**src/rtl/wb_stage.sv**
```systemverilog
// M/W pipeline register for the MIPS core: captures memory-stage results,
// extracts and extends sub-word loads, and drives the GRF write port.
module wb_stage #(
    parameter int WIDTH    = 32,
    parameter int AW       = 5,
    parameter int LINK_OFS = 8
) (
    input  logic             clk,
    input  logic             reset,
    input  logic             m_valid,
    input  logic [WIDTH-1:0] m_alu,
    input  logic [WIDTH-1:0] m_dm,
    input  logic [WIDTH-1:0] m_hi,
    input  logic [WIDTH-1:0] m_lo,
    input  logic [WIDTH-1:0] m_pc,
    input  logic [15:0]      m_imm,
    input  logic [2:0]       m_src,
    input  logic [2:0]       m_ld,
    input  logic             m_we,
    input  logic [AW-1:0]    m_wa,
    input  logic             stall,
    input  logic             flush,
    output logic [WIDTH-1:0] w_wd,
    output logic [AW-1:0]    w_wa,
    output logic             w_we,
    output logic             w_valid,
    output logic [31:0]      retire_cnt
);

    localparam int OFFW = $clog2(WIDTH / 8);

    typedef enum logic [2:0] {
        SRC_ALU  = 3'd0,
        SRC_LOAD = 3'd1,
        SRC_LINK = 3'd2,
        SRC_HI   = 3'd3,
        SRC_LO   = 3'd4,
        SRC_LUI  = 3'd5
    } src_e;

    typedef enum logic [2:0] {
        LD_W  = 3'd0,
        LD_B  = 3'd1,
        LD_BU = 3'd2,
        LD_H  = 3'd3,
        LD_HU = 3'd4
    } ld_e;

    logic [OFFW-1:0]  off;
    logic [7:0]       byte_sel;
    logic [15:0]      half_sel;
    logic [WIDTH-1:0] load_val;
    logic [WIDTH-1:0] link_val;
    logic [WIDTH-1:0] lui_val;
    logic [WIDTH-1:0] next_wd;
    logic             next_we;

    assign off = m_alu[OFFW-1:0];

    // Halfword lane ignores off[0]; misalignment is trapped upstream.
    always_comb begin
        byte_sel = m_dm[{off, 3'b000} +: 8];
        half_sel = m_dm[{off[OFFW-1:1], 4'b0000} +: 16];
    end

    always_comb begin
        load_val = m_dm;
        case (m_ld)
            LD_B:    load_val = {{(WIDTH-8){byte_sel[7]}}, byte_sel};
            LD_BU:   load_val = {{(WIDTH-8){1'b0}}, byte_sel};
            LD_H:    load_val = {{(WIDTH-16){half_sel[15]}}, half_sel};
            LD_HU:   load_val = {{(WIDTH-16){1'b0}}, half_sel};
            default: load_val = m_dm;
        endcase
    end

    assign link_val = m_pc + WIDTH'(LINK_OFS);

    generate
        if (WIDTH > 32) begin : g_lui_wide
            assign lui_val = {{(WIDTH-32){m_imm[15]}}, m_imm, 16'h0000};
        end else begin : g_lui_narrow
            assign lui_val = {m_imm, 16'h0000};
        end
    endgenerate

    always_comb begin
        next_wd = m_alu;
        case (m_src)
            SRC_LOAD: next_wd = load_val;
            SRC_LINK: next_wd = link_val;
            SRC_HI:   next_wd = m_hi;
            SRC_LO:   next_wd = m_lo;
            SRC_LUI:  next_wd = lui_val;
            default:  next_wd = m_alu;
        endcase
    end

    assign next_we = m_we & m_valid & (m_wa != '0);

    // Counter sees the slot leaving W, so a flush of a stalled valid entry still counts.
    always_ff @(posedge clk or posedge reset) begin
        if (reset) begin
            w_wd       <= '0;
            w_wa       <= '0;
            w_we       <= 1'b0;
            w_valid    <= 1'b0;
            retire_cnt <= '0;
        end else begin
            if (w_valid && (!stall || flush))
                retire_cnt <= retire_cnt + 32'd1;
            if (flush) begin
                w_wd    <= '0;
                w_wa    <= '0;
                w_we    <= 1'b0;
                w_valid <= 1'b0;
            end else if (!stall) begin
                w_wd    <= next_wd;
                w_wa    <= m_wa;
                w_we    <= next_we;
                w_valid <= m_valid;
            end
        end
    end

endmodule

```
**config.mk**
```make
export PLATFORM = sky130hd
export DESIGN_NAME = wb_stage
export DESIGN_NICKNAME = d
export VERILOG_FILES = /design/src/rtl/wb_stage.sv
export SDC_FILE = /design/constraint.sdc
export NUM_CORES = 1
export LEC_CHECK = 0
export CORE_ASPECT_RATIO = 0.8
export CORE_MARGIN = 2
export CORE_UTILIZATION = 50
export DETAILED_ROUTE_END_ITERATION = 10
export DONT_BUFFER_PORTS = 1
export GPL_ROUTABILITY_DRIVEN = 1
export PLACE_DENSITY = 0.72
export SLEW_MARGIN = 40
export SYNTH_ARGS = -nofsm -noshare
export SYNTH_HDL_FRONTEND = slang
export SYNTH_SLANG_ARGS = --single-unit
```
**constraint.sdc**
```tcl
create_clock -name clk -period 2.12 [get_ports clk]
set_clock_uncertainty 0.05 [all_clocks]
set_input_delay 0.424 -clock clk [delete_from_list [all_inputs] [get_ports clk]]
set_output_delay 0.424 -clock clk [all_outputs]
set_load 0.02 [all_outputs]
```
==> key figures <==
Run status
  • Status: completed

Synth
  • Ys async rst share: 100%
  • Net Count, Synth: 865
  • Post-Synthesis Cells: 670
  • Count leader, synth: nor2_1
  • Synth top cells by count: 75 x nor2_1, 71 x dfrtp_1, 63 x a21oi_1
  • EDFF count, synth: 0
  • Yosys top cell area share: 32.5%
  • Cell variety after synth: a little under 70
  • Synth top area cells: dfrtp_1 32%, xnor2_1 7.2%, a21oi_1 5.8%
  • Synthesis-stage register bit count: 71
  • Sequential share of the synthesized area: 32.5%
  • Syn_area_per_cell: between 8 and 9 sq um
  • Mapped cell area: 0.00547 sq mm
  • Top FF cell, synth: dfrtp_1
  • Synth warnings: 0
  • Leading area contributor after synthesis: dfrtp_1

Clock tree
  • Maximum clock path buffer count: 2
  • Worst-path clk slew: 0.06 ns
  • Clk sink count: 71
  • Clock root buffer: clkbuf_16
  • Clk_lat worst skew: 0.33 ns
  • CTS tree: done
  • CTS H-tree depth: 3
  • Post-CTS setup buffer count: 0
  • TritonCTS buffer count: 9

Global route
  • All-Layer GR Usage: 32.4%
  • Pin count of the biggest net entering global routing: slightly below 60
  • Number of global-route vias before repair: 5193
  • Initial antenna violation count: 0
  • Gr ovfl total: 0
  • First-pass GRT wire length: 29400 um

Timing
  • Setup TNS: 0 ns
  • Max Freq: 484 MHz
  • Final Cycle Share: 97.4%
  • Worst slew margin: 47.4%
  • Fin. max-slew vios: 0
  • Final Setup Violations: 0
  • Crit path time final: 2.06 ns
  • Min Hold Slack: around 0.12 ns
  • Final Hold Vio Count: 0
  • Actual slew at the worst max-slew pin: a little under 0.8 ns

Flow run
  • Max Cap Violations: 0

Critical path
  • Crit path from: retire_cnt[4]
  • Reg2reg start: retire_cnt[4]
  • Crit path arrival time: ~2.3 ns
  • Crit Path Max Fanout: 5
  • WP data required: 2.32 ns
  • Worst Setup End Kind: flop
  • R2R cell count: 7
  • Critical path class: flop to flop
  • Worst setup path end: retire_cnt[15]
  • R2r setup slk: 0.06 ns
  • Setup crit start kind: flop
  • RR Endpoint: retire_cnt[15]

Routing
  • DRT iter0 DRCs: ~380
  • Routed WL: 19400 um
  • WL/cell: 23.3 um
  • Final ANT Viol Nets: 0
  • Total number of vias: 5485
  • Vias/cell: 6.59
  • TritonRoute pass-1 iters: 5
  • # DRC: 0

Die
  • Die Height: 97.6 um
  • Die ar.: 0.0118 sq mm
  • Placement Rows: 34
  • Core area: between 0.01 and 0.015 sq mm
  • Die width: 121 um
  • Ports: roughly 260
  • Initial Utilization: 50.9%

Place
  • DP HPWL: 15300 um
  • PortBufs: 0
  • Routability cong.: 0.935

Final layout
  • Antenna diodes: 0
  • Final net count: between 800 and 900
  • Layout cells sized above 1: approximately 13%
  • Synthesis-to-layout area growth: 12.0%

Pwr
  • VDD IR max: 0.370 mV
  • Cell Pwr Density: 623 mW/mm^2
  • Leakage: 2.57 nW

Hold path
  • Hold Path Class: input port to flop
## flip-flops by register name, summed over array words and instances, names as in the netlist
name / cells
w_valid: 1
w_wd: 32
w_we: 1
retire_cnt: 32
w_wa: 5
## what timing repair did
| action | 4_1_cts | 5_1_grt |
|---|---|---|
| endpoints found under the hold margin | 19 | 0 |
| hold buffers | 1 | 0 |
| resized for setup | 0 | 2 |
| endpoints found under the setup margin | 0 | 9 |
## cells in the final DEF (no fill, tap or decap), types with 9 or more instances in the layout
cell       instances
clkbuf_16          9
buf_4             43
nor2_1            75
o221ai_1          11
nand2_1           46
mux2i_1           23
xor2_1            11
dfrtp_1           71
inv_1             18
nand4_1           18
a211oi_1          23
xnor2_1           45
a21oi_1           62
nand3_1           31
o21ai_0           45
o22ai_1           12
## routing by layer
layer | vias to the layer above | GRT usage (%) | routed length [um]
met5 | - | 0 | 0
li1 | 2490 | - | -
met3 | 45 | 9.74 | 2360
met2 | 369 | 48.9 | 8650
met1 | 2581 | 44.0 | 7740
met4 | 0 | 11.9 | 636
## cells by family (layout without fill, tap and decap cells)
family | count (synthesis) | after routing | synth area share [%]
buffers and inverters | 67 | 85 | 5.39
AND/OR/NAND/NOR | 224 | 224 | 20.8
flip-flops | 71 | 71 | 32.5
XOR/XNOR | 57 | 57 | 9.26
AO/OA/AOI/OAI | 220 | 220 | 26.0
adder cells (fa/ha/maj) | 2 | 2 | 0.457
multiplexers | 29 | 29 | 5.65
## critical path: stages (launching register included)
cell	delay [ns]
dfrtp_1	0.35
nand3_1	0.15
nor4bb_2	0.39
buf_4	0.19
buf_4	0.13
nand3_1	0.15
nor4_1	0.42
xnor2_1	0.16
## through the flow
stage | power [W] | setup WS [ns] | std cells | cell area (sq um) | util [%]
2_1_floorplan | 0.00221 | 0.0586 | 670 | 5480 | -
3_3_place_gp | 0.00240 | -0.0259 | 815 | 5830 | 54.2
3_5_place_dp | 0.00242 | -0.111 | 815 | 5830 | 54.2
4_1_cts | 0.00384 | 0.0853 | 832 | 6120 | 56.9
5_1_grt | 0.00398 | -0.000700 | 832 | 6130 | 57.0
6_report | 0.00382 | 0.0558 | 832 | 6130 | 57.0
## cell type report
cell class	count	area (sq um)
clock buffers	13	260
clock inverters	3	17.5
fillers	988	4630
inverters	22	86.3
multi-input cells	532	3420
flip-flops and latches	71	1780
well taps	144	180
repair buffers	47	393
## worst min-delay path by stage
stage	endpoint	from	slack, ns	cells after the start
after floorplan	w_wa[0]	m_wa[0]	0.53	2
after global placement	retire_cnt[11]	reset	0.30	1
after detailed placement	retire_cnt[11]	reset	0.31	1
after CTS	w_wd[20]	flush	0.1	1
after global routing	w_wd[20]	flush	0.10	1
final	w_wd[14]	flush	0.12	1
## report_power, final
group / total, W / internal [W] / switching (W)
combinational: 0.000830 / 0.000334 / 0.000496
clock: 0.00141 / 0.000852 / 0.000555
sequential: 0.00158 / 0.00145 / 0.000134
No activity file was read; power rests on OpenSTA's default activity.
